===== src/rtl/mlam_pixel_pipe_if.sv =====
// Pixel stream handshake bundle: input pixel beat, output pixel beat and frame status.
// The master drives pixels in and accepts results; the slave is the multiplier pipe.
interface mlam_pixel_pipe_if #(
  parameter int WIDTH    = 8,
  parameter int CHANNELS = 3
);
  logic                      in_valid;
  logic                      in_ready;
  logic [CHANNELS*WIDTH-1:0] in_data;
  logic [WIDTH-1:0]          in_coef;
  logic [1:0]                in_mode;
  logic                      out_valid;
  logic                      out_ready;
  logic [CHANNELS*WIDTH-1:0] out_data;
  logic [31:0]               pix_count;
  logic                      frame_done;

  modport master (
    output in_valid, in_data, in_coef, in_mode, out_ready,
    input  in_ready, out_valid, out_data, pix_count, frame_done
  );

  modport slave (
    input  in_valid, in_data, in_coef, in_mode, out_ready,
    output in_ready, out_valid, out_data, pix_count, frame_done
  );
endinterface


===== src/rtl/mlam_pixel_pipe.sv =====
// Multi-channel pixel multiplier (exact/approximate, coefficient/square), top WIDTH bits out.
// Latency: STAGES cycles from input beat to out_valid, one pixel per cycle.
// Backpressure: the whole pipe advances only when out_ready || !out_valid; in_ready mirrors that.
module mlam_pixel_pipe #(
  parameter int WIDTH        = 8,
  parameter int CHANNELS     = 3,
  parameter int STAGES       = 3,
  parameter int FRAME_PIXELS = 262144
) (
  input  logic            clk,
  input  logic            rst,
  mlam_pixel_pipe_if.slave bus
);
  localparam int DW = CHANNELS * WIDTH;
  localparam int HW = WIDTH / 2;
  localparam int PW = 2 * WIDTH;
  localparam logic [31:0] LAST_PIX = 32'(FRAME_PIXELS - 1);

  // Approximate mode drops the low x low sub-product; it is a term of a*b, so no underflow.
  function automatic logic [WIDTH-1:0] mul_top(input logic [WIDTH-1:0] a,
                                               input logic [WIDTH-1:0] b,
                                               input logic             approx);
    logic [PW-1:0] p;
    p = PW'(a) * PW'(b);
    if (approx)
      p = p - PW'(a[HW-1:0]) * PW'(b[HW-1:0]);
    return p[PW-1:WIDTH];
  endfunction

  logic          en;
  logic          out_beat;
  logic [DW-1:0] prod_top;
  logic [DW-1:0] stg_dat [STAGES];
  logic [STAGES-1:0] stg_vld;
  logic [31:0]   pix_count_q;
  logic          at_last_q;

  assign en           = bus.out_ready || !bus.out_valid;
  assign bus.in_ready = en;
  assign out_beat     = bus.out_valid && bus.out_ready;

  always_comb begin
    prod_top = '0;
    for (int k = 0; k < CHANNELS; k++) begin
      prod_top[k*WIDTH +: WIDTH] = mul_top(bus.in_data[k*WIDTH +: WIDTH],
                                           bus.in_mode[1] ? bus.in_data[k*WIDTH +: WIDTH]
                                                          : bus.in_coef,
                                           bus.in_mode[0]);
    end
  end

  // Bubbles shift through as invalid stages; nothing moves while stalled.
  always_ff @(posedge clk) begin
    if (rst) begin
      stg_vld <= '0;
      for (int s = 0; s < STAGES; s++)
        stg_dat[s] <= '0;
    end else if (en) begin
      stg_vld[0] <= bus.in_valid;
      stg_dat[0] <= prod_top;
      for (int s = 1; s < STAGES; s++) begin
        stg_vld[s] <= stg_vld[s-1];
        stg_dat[s] <= stg_dat[s-1];
      end
    end
  end

  assign bus.out_valid = stg_vld[STAGES-1];
  assign bus.out_data  = stg_dat[STAGES-1];

  // at_last_q is precomputed so frame_done needs only the live handshake.
  always_ff @(posedge clk) begin
    if (rst) begin
      pix_count_q <= '0;
      at_last_q   <= (LAST_PIX == 32'd0);
    end else if (out_beat) begin
      if (at_last_q) begin
        pix_count_q <= '0;
        at_last_q   <= (LAST_PIX == 32'd0);
      end else begin
        pix_count_q <= pix_count_q + 32'd1;
        at_last_q   <= ((pix_count_q + 32'd1) == LAST_PIX);
      end
    end
  end

  assign bus.pix_count  = pix_count_q;
  assign bus.frame_done = out_beat && at_last_q;
endmodule


===== src/flat_wrapper.sv =====
// flat-port wrapper written by rule: the top's interface ports become plain ports
module mlam_pixel_pipe_flat 
#(
  parameter int WIDTH        = 8,
  parameter int CHANNELS     = 3,
  parameter int STAGES       = 3,
  parameter int FRAME_PIXELS = 262144
)
  (clk, rst, bus_in_valid, bus_in_data, bus_in_coef, bus_in_mode, bus_out_ready, bus_in_ready, bus_out_valid, bus_out_data, bus_pix_count, bus_frame_done);
  mlam_pixel_pipe_if #(.WIDTH(WIDTH), .CHANNELS(CHANNELS)) bus_i ();
  input  logic clk;
  input  logic rst;
  input wire logic [$bits(bus_i.in_valid)-1:0] bus_in_valid;
  input wire logic [$bits(bus_i.in_data)-1:0] bus_in_data;
  input wire logic [$bits(bus_i.in_coef)-1:0] bus_in_coef;
  input wire logic [$bits(bus_i.in_mode)-1:0] bus_in_mode;
  input wire logic [$bits(bus_i.out_ready)-1:0] bus_out_ready;
  output wire logic [$bits(bus_i.in_ready)-1:0] bus_in_ready;
  output wire logic [$bits(bus_i.out_valid)-1:0] bus_out_valid;
  output wire logic [$bits(bus_i.out_data)-1:0] bus_out_data;
  output wire logic [$bits(bus_i.pix_count)-1:0] bus_pix_count;
  output wire logic [$bits(bus_i.frame_done)-1:0] bus_frame_done;
  assign bus_i.in_valid = bus_in_valid;
  assign bus_i.in_data = bus_in_data;
  assign bus_i.in_coef = bus_in_coef;
  assign bus_i.in_mode = bus_in_mode;
  assign bus_i.out_ready = bus_out_ready;
  assign bus_in_ready = bus_i.in_ready;
  assign bus_out_valid = bus_i.out_valid;
  assign bus_out_data = bus_i.out_data;
  assign bus_pix_count = bus_i.pix_count;
  assign bus_frame_done = bus_i.frame_done;
  mlam_pixel_pipe #(.WIDTH(WIDTH), .CHANNELS(CHANNELS), .STAGES(STAGES), .FRAME_PIXELS(FRAME_PIXELS)) u_core (.clk(clk), .rst(rst), .bus(bus_i));
endmodule

===== config.mk =====
export PLATFORM = sky130hd
export DESIGN_NAME = mlam_pixel_pipe_flat
export DESIGN_NICKNAME = d
export VERILOG_FILES = /design/src/rtl/mlam_pixel_pipe_if.sv /design/src/rtl/mlam_pixel_pipe.sv /design/src/flat_wrapper.sv
export SDC_FILE = /design/constraint.sdc
export NUM_CORES = 1
export LEC_CHECK = 0
export BUFFER_PORTS_ARGS = -buffer_cell sky130_fd_sc_hd__buf_2
export CAP_MARGIN = 10
export CORE_ASPECT_RATIO = 2
export CORE_MARGIN = 2
export CORE_UTILIZATION = 40
export DETAILED_ROUTE_END_ITERATION = 10
export SLEW_MARGIN = 20
export SYNTH_ARGS = -nofsm -noshare
export SYNTH_HDL_FRONTEND = slang
export SYNTH_SLANG_ARGS = --single-unit

===== constraint.sdc =====
create_clock -name clk -period 8.1 [get_ports clk]
set_input_delay 0.405 -clock clk [delete_from_list [all_inputs] [get_ports clk]]
set_output_delay 0.405 -clock clk [all_outputs]
set_load 0.01 [all_outputs]

Word-level counts from Yosys, hierarchy flattened
Memory sizes are Yosys's and may differ from the RTL's. Cells that the tools add are included.

Add/sub/neg operators: 4. Multiply operators: 6. Equal/unequal tests: 1. Muxes and demuxes: 16. Bitwise gates (word level): 3. Reduce and logical (&&, ||, !) cells: 4.

Operators by type and width (number): $mux 24 (3); $mul 8x8->16 (3); $mux 16 (3); $sub 16x8->16 (3); $add 32x1->32 const B (1); $eq 32x18->1 const B (1); $mux 32 (1); $mul 4x4->8 (3); $mux 8 (3); $mux 1 (6); $or 1x1->1 (3); $logic_and 1x1->1 (2); $logic_not 1->1 (1); $logic_or 1x1->1 (1).

Register bits: 36. RAM bits: 72. Input bits: 38. Memories kept: 1.

Memory list: u_core.stg_dat (depth 3, bits a word 24, read ports 3, clocked after memory_dff 0, write ports 3, RTL line mlam_pixel_pipe.sv:33) `logic [DW-1:0] stg_dat [STAGES];`.

Depth between registers and ports, before layout
Word-level depth: 6. Depth in mapped cells: 25. Mapped depth without buffers: 24.

Worst setup path before layout
OpenSTA, ideal clock, no wires.

Path kind: input -> register. Start point: input port bus_in_mode[1]. End point: memory u_core.stg_dat[0][14] in the netlist's numbering, data pin. Library setup time: 0.146 ns. Arrival: 6.243 ns. Data required time: 7.954 ns. Slack: 1.711 ns. Cell stages on the path: 23. Cell sequence: clkbuf_1 > buf_1 > a21oi_1 > nand2b_1 > fa_1 > fa_1 > inv_1 > fa_1 > inv_1 > fa_1 > inv_1 > ha_1 > xor2_1 > ha_1 > inv_1 > ha_1 > a21o_1 > nand2_1 > nand3b_1 > or3_4 > a311o_1 > or3_1 > a21oi_1.

RTL lines: start: declaration (RTL line flat_wrapper.sv:16) `input wire logic [$bits(bus_i.in_mode)-1:0] bus_in_mode;`; end: declaration (RTL line mlam_pixel_pipe.sv:33).

==> key figures <==
Run status
  • Status: complete, no violations

Route
  • Total wire length after detailed routing: 32600 um
  • Wire per inst: 16.0 um
  • 1st-iter DRT viols: 557
  • Total number of vias: 10700
  • Number of optimization iterations in the first detailed-route pass: 4
  • Antenna violation net count after detailed routing: 0
  • DRC violation count after routing: 0
  • Post-detailed-route via-to-cell ratio: 5.24

Critical path
  • Required time of the worst setup path: 8.29 ns
  • WS Path Type: input port to flip-flop
  • Worst R2R Path Depth: 8
  • Critical path endpoint category: flip-flop
  • Critical path startpoint category: input port
  • Largest fanout on the critical path: 38
  • Crit path arrival time: 7.01 ns

Synth
  • Synth Area in Adders: 0.334
  • Number of unique standard cell types used by synthesis: 75
  • Combinational family with the most area after synthesis: adder cells
  • Sequential-to-total area share from yosys stat: 0.208
  • Share of async-settable or async-resettable flops after synthesis: 0
  • Post-Synth Simple-Gate Area: 0.214
  • Syn Inst Count: 1544
  • Most used flip-flop cell after synthesis: edfxtp_1
  • Yosys Warn Count: 0
  • Post-synth EDFFs: 72
  • Average cell area after synthesis: 8.97 um^2
  • Fraction of the mapped netlist area in compound gates: 0.115
  • Fraction of synthesized cell area in xor and xnor cells: 0.0285
  • Number of synthesized register bits: 108
  • Fraction of synthesized area in multiplexers: 0.00804
  • Mapped Nets: 1872
  • Synthesized cell area: 13800 um^2

Power and ir drop
  • Total chip power: 3.75 mW
  • Pwr dens: 252 nW/um^2
  • Static Leak: 7.12 nW
  • Worst vdd ir: 0.171 mV

Clock network
  • Number of H-tree levels: 3
  • Clock tree buffer depth: 2
  • CTS tree: yes
  • CTS Hold Buffers Added: 0
  • Worst-skew pair later-pin latency: 0.36 ns
  • Number of sinks driven by the clock tree: 108
  • Buffers inserted during post-CTS setup optimization: 0
  • Post-CTS clock slew at the launch and capture registers of the worst setup and hold paths: 0.08 ns
  • Total CTS buffers: 9
  • Root cell of the clock tree: clkbuf_16
  • Number of gates given a new drive strength after cts: 0

Floorplanning
  • Area of the die: 36200 um^2
  • Die height: 267 um
  • I/O pin count: 97
  • Number of standard-cell rows in the floorplan: 96
  • Die Span X: 136 um
  • Initial Util: 0.404
  • Floorplan Core Area: 34200 um^2

Placement
  • HPWL after DPL: 26600 um
  • Final GP Congestion: 0.864
  • Area post-placement: 14600 um^2
  • Worst slack, placed: 0.910 ns
  • PortBufs: 96

STA
  • Final worst-path cycle share: 0.841
  • Highest clock rate: 147 MHz
  • Final Hold Viols: 0
  • Smallest setup slack after layout: 1.29 ns
  • Setup total negative slack: 0 ns
  • Normalized max-slew margin: 0.391
  • Setup clock skew after layout: 0.00986 ns
  • Clock period minus worst slack: 6.81 ns
  • Count of final setup violators: 0
  • Number of max-slew violations in the final report: 0
  • RSZ-0062 raised after global routing: false
  • Actual slew at the worst max-slew pin: 0.913 ns

Finish
  • Synthesis-to-layout area growth: 7.58%
  • Most common library cell in the layout ignoring fill and taps: inv_1
  • Final standard cell area without fillers: 14900 um^2
  • Post-layout utilization of the core: 0.435
  • Most used cells in the layout excluding fill and tap cells: inv_1 (239), ha_1 (158), nor2b_1 (143), fa_1 (132), buf_2 (96)
  • Fraction of final layout cells with drive strength greater than 1: 0.0902
  • Antenna Cells: 0
  • Nets: 1920

GRT
  • Final global-route overflow total: 0
  • Initial antenna violation count: 0
  • Via count of the first global-routing pass: 11400
  • GRT Resource Usage Total: 0.188
  • Wire length of the first global-routing pass: 54600 um
  • Largest net degree at the start of global routing: 73

Job
  • MaxCap Viol Count: 0

Hold path
  • Hold crit path type: input port to flip-flop
  • Hold Path Cell Cnt: 3
[state kept, by name, summed over array words and instances, names as in the netlist]
| signal | count |
|---|---|
| u_core.stg_dat | 72 |
| u_core.at_last_q | 1 |
| u_core.bus.pix_count | 32 |
| u_core.stg_vld | 3 |
[worst max-delay path: stages]
cell	delay, ns
buf_2	0.52
nor2b_1	0.23
a21oi_1	0.52
nand2b_1	0.21
fa_1	0.45
fa_1	0.56
inv_1	0.06
fa_1	0.53
inv_1	0.05
fa_1	0.52
inv_1	0.04
ha_1	0.34
xor2_1	0.18
ha_1	0.27
inv_1	0.04
ha_1	0.31
a21o_1	0.18
nand2_1	0.07
nand3b_1	0.13
or3_4	0.44
a311o_1	0.41
or3_1	0.37
a21oi_1	0.16
[cell families after synthesis]
logic type | Yosys count
compound gates | 256
buf+inv | 310
mux | 11
fa+ha+maj | 290
flops | 108
xor+xnor | 45
simple gates | 524
[stage by stage]
step	hold WS [ns]	instances
6_report	0.301	2037
5_1_grt	0.333	2037
4_1_cts	0.304	2037
3_5_place_dp	0.465	2022
3_3_place_gp	0.458	2022
2_1_floorplan	0.440	1544
[final timing paths]
kind	start	to	slack, ns
setup / recovery	bus_in_mode[1]	u_core.stg_dat[0][14]$_SDFFCE_PN0P_	1.29
hold / removal	bus_in_valid	u_core.stg_vld[0]$_SDFFE_PP0P_	0.30
setup reg to reg	u_core.bus.pix_count[0]$_SDFFE_PP0P_	u_core.bus.pix_count[26]$_SDFFE_PP0P_	5.11
hold reg to reg	u_core.stg_vld[1]$_SDFFE_PP0P_	u_core.stg_vld[2]$_SDFFE_PP0P_	0.48
[Yosys cell counts, drive strengths merged, types with 4 or more instances]
master | n | area (um^2)
ha | 158 | 1980
nor3b | 5 | 37.5
and3 | 10 | 63.8
or3 | 23 | 149
a211o | 5 | 43.8
nand4 | 11 | 68.8
mux2i | 10 | 100
dfxtp | 36 | 721
or2 | 4 | 25.0
nand3b | 9 | 67.6
nor3 | 14 | 75.1
nor4 | 9 | 56.3
a2111oi | 5 | 45.0
o211ai | 9 | 67.6
fa | 132 | 2640
nand2 | 60 | 225
or4 | 11 | 82.6
o21a | 13 | 98.9
a31oi | 11 | 68.8
nand2b | 36 | 225
and4 | 5 | 45.0
and2 | 69 | 434
xnor2 | 24 | 210
inv | 239 | 897
buf | 35 | 240
a22oi | 4 | 30.0
o21ai | 60 | 300
clkbuf | 36 | 146
edfxtp | 72 | 2160
nor2b | 143 | 895
a211oi | 9 | 72.6
nand3 | 26 | 130
a21oi | 93 | 465
o311ai | 4 | 42.6
xor2 | 21 | 184
nor2 | 79 | 297
a21o | 17 | 128
nand4b | 4 | 35.0
[cell type report]
| type | instances | area [um^2] |
|---|---|---|
| multi-input combinational | 1126 | 9690 |
| clock buffer | 9 | 225 |
| timing repair buffer | 108 | 571 |
| inverter | 239 | 897 |
| sequential | 108 | 2880 |
| tap | 441 | 552 |
| fill | 3468 | 19300 |
| clock inverter | 6 | 78.8 |
[routing by layer]
layer | vias to the layer above | global-route usage | wire length (um)
met4 | 0 | 0.0825 | 1020
li1 | 5208 | - | -
met5 | - | 0 | 0
met3 | 52 | 0.0151 | 714
met1 | 5253 | 0.189 | 12100
met2 | 169 | 0.380 | 18800
[power breakdown]
part | total, mW | leakage, nW | internal [mW] | switching (mW)
sequential | 0.732 | 1.15 | 0.709 | 0.0233
combinational | 2.56 | 5.82 | 1.11 | 1.46
clock | 0.456 | 0.150 | 0.245 | 0.212
total | 3.75 | 7.12 | 2.06 | 1.69
Note: power is estimated with default switching activity, not from simulation.
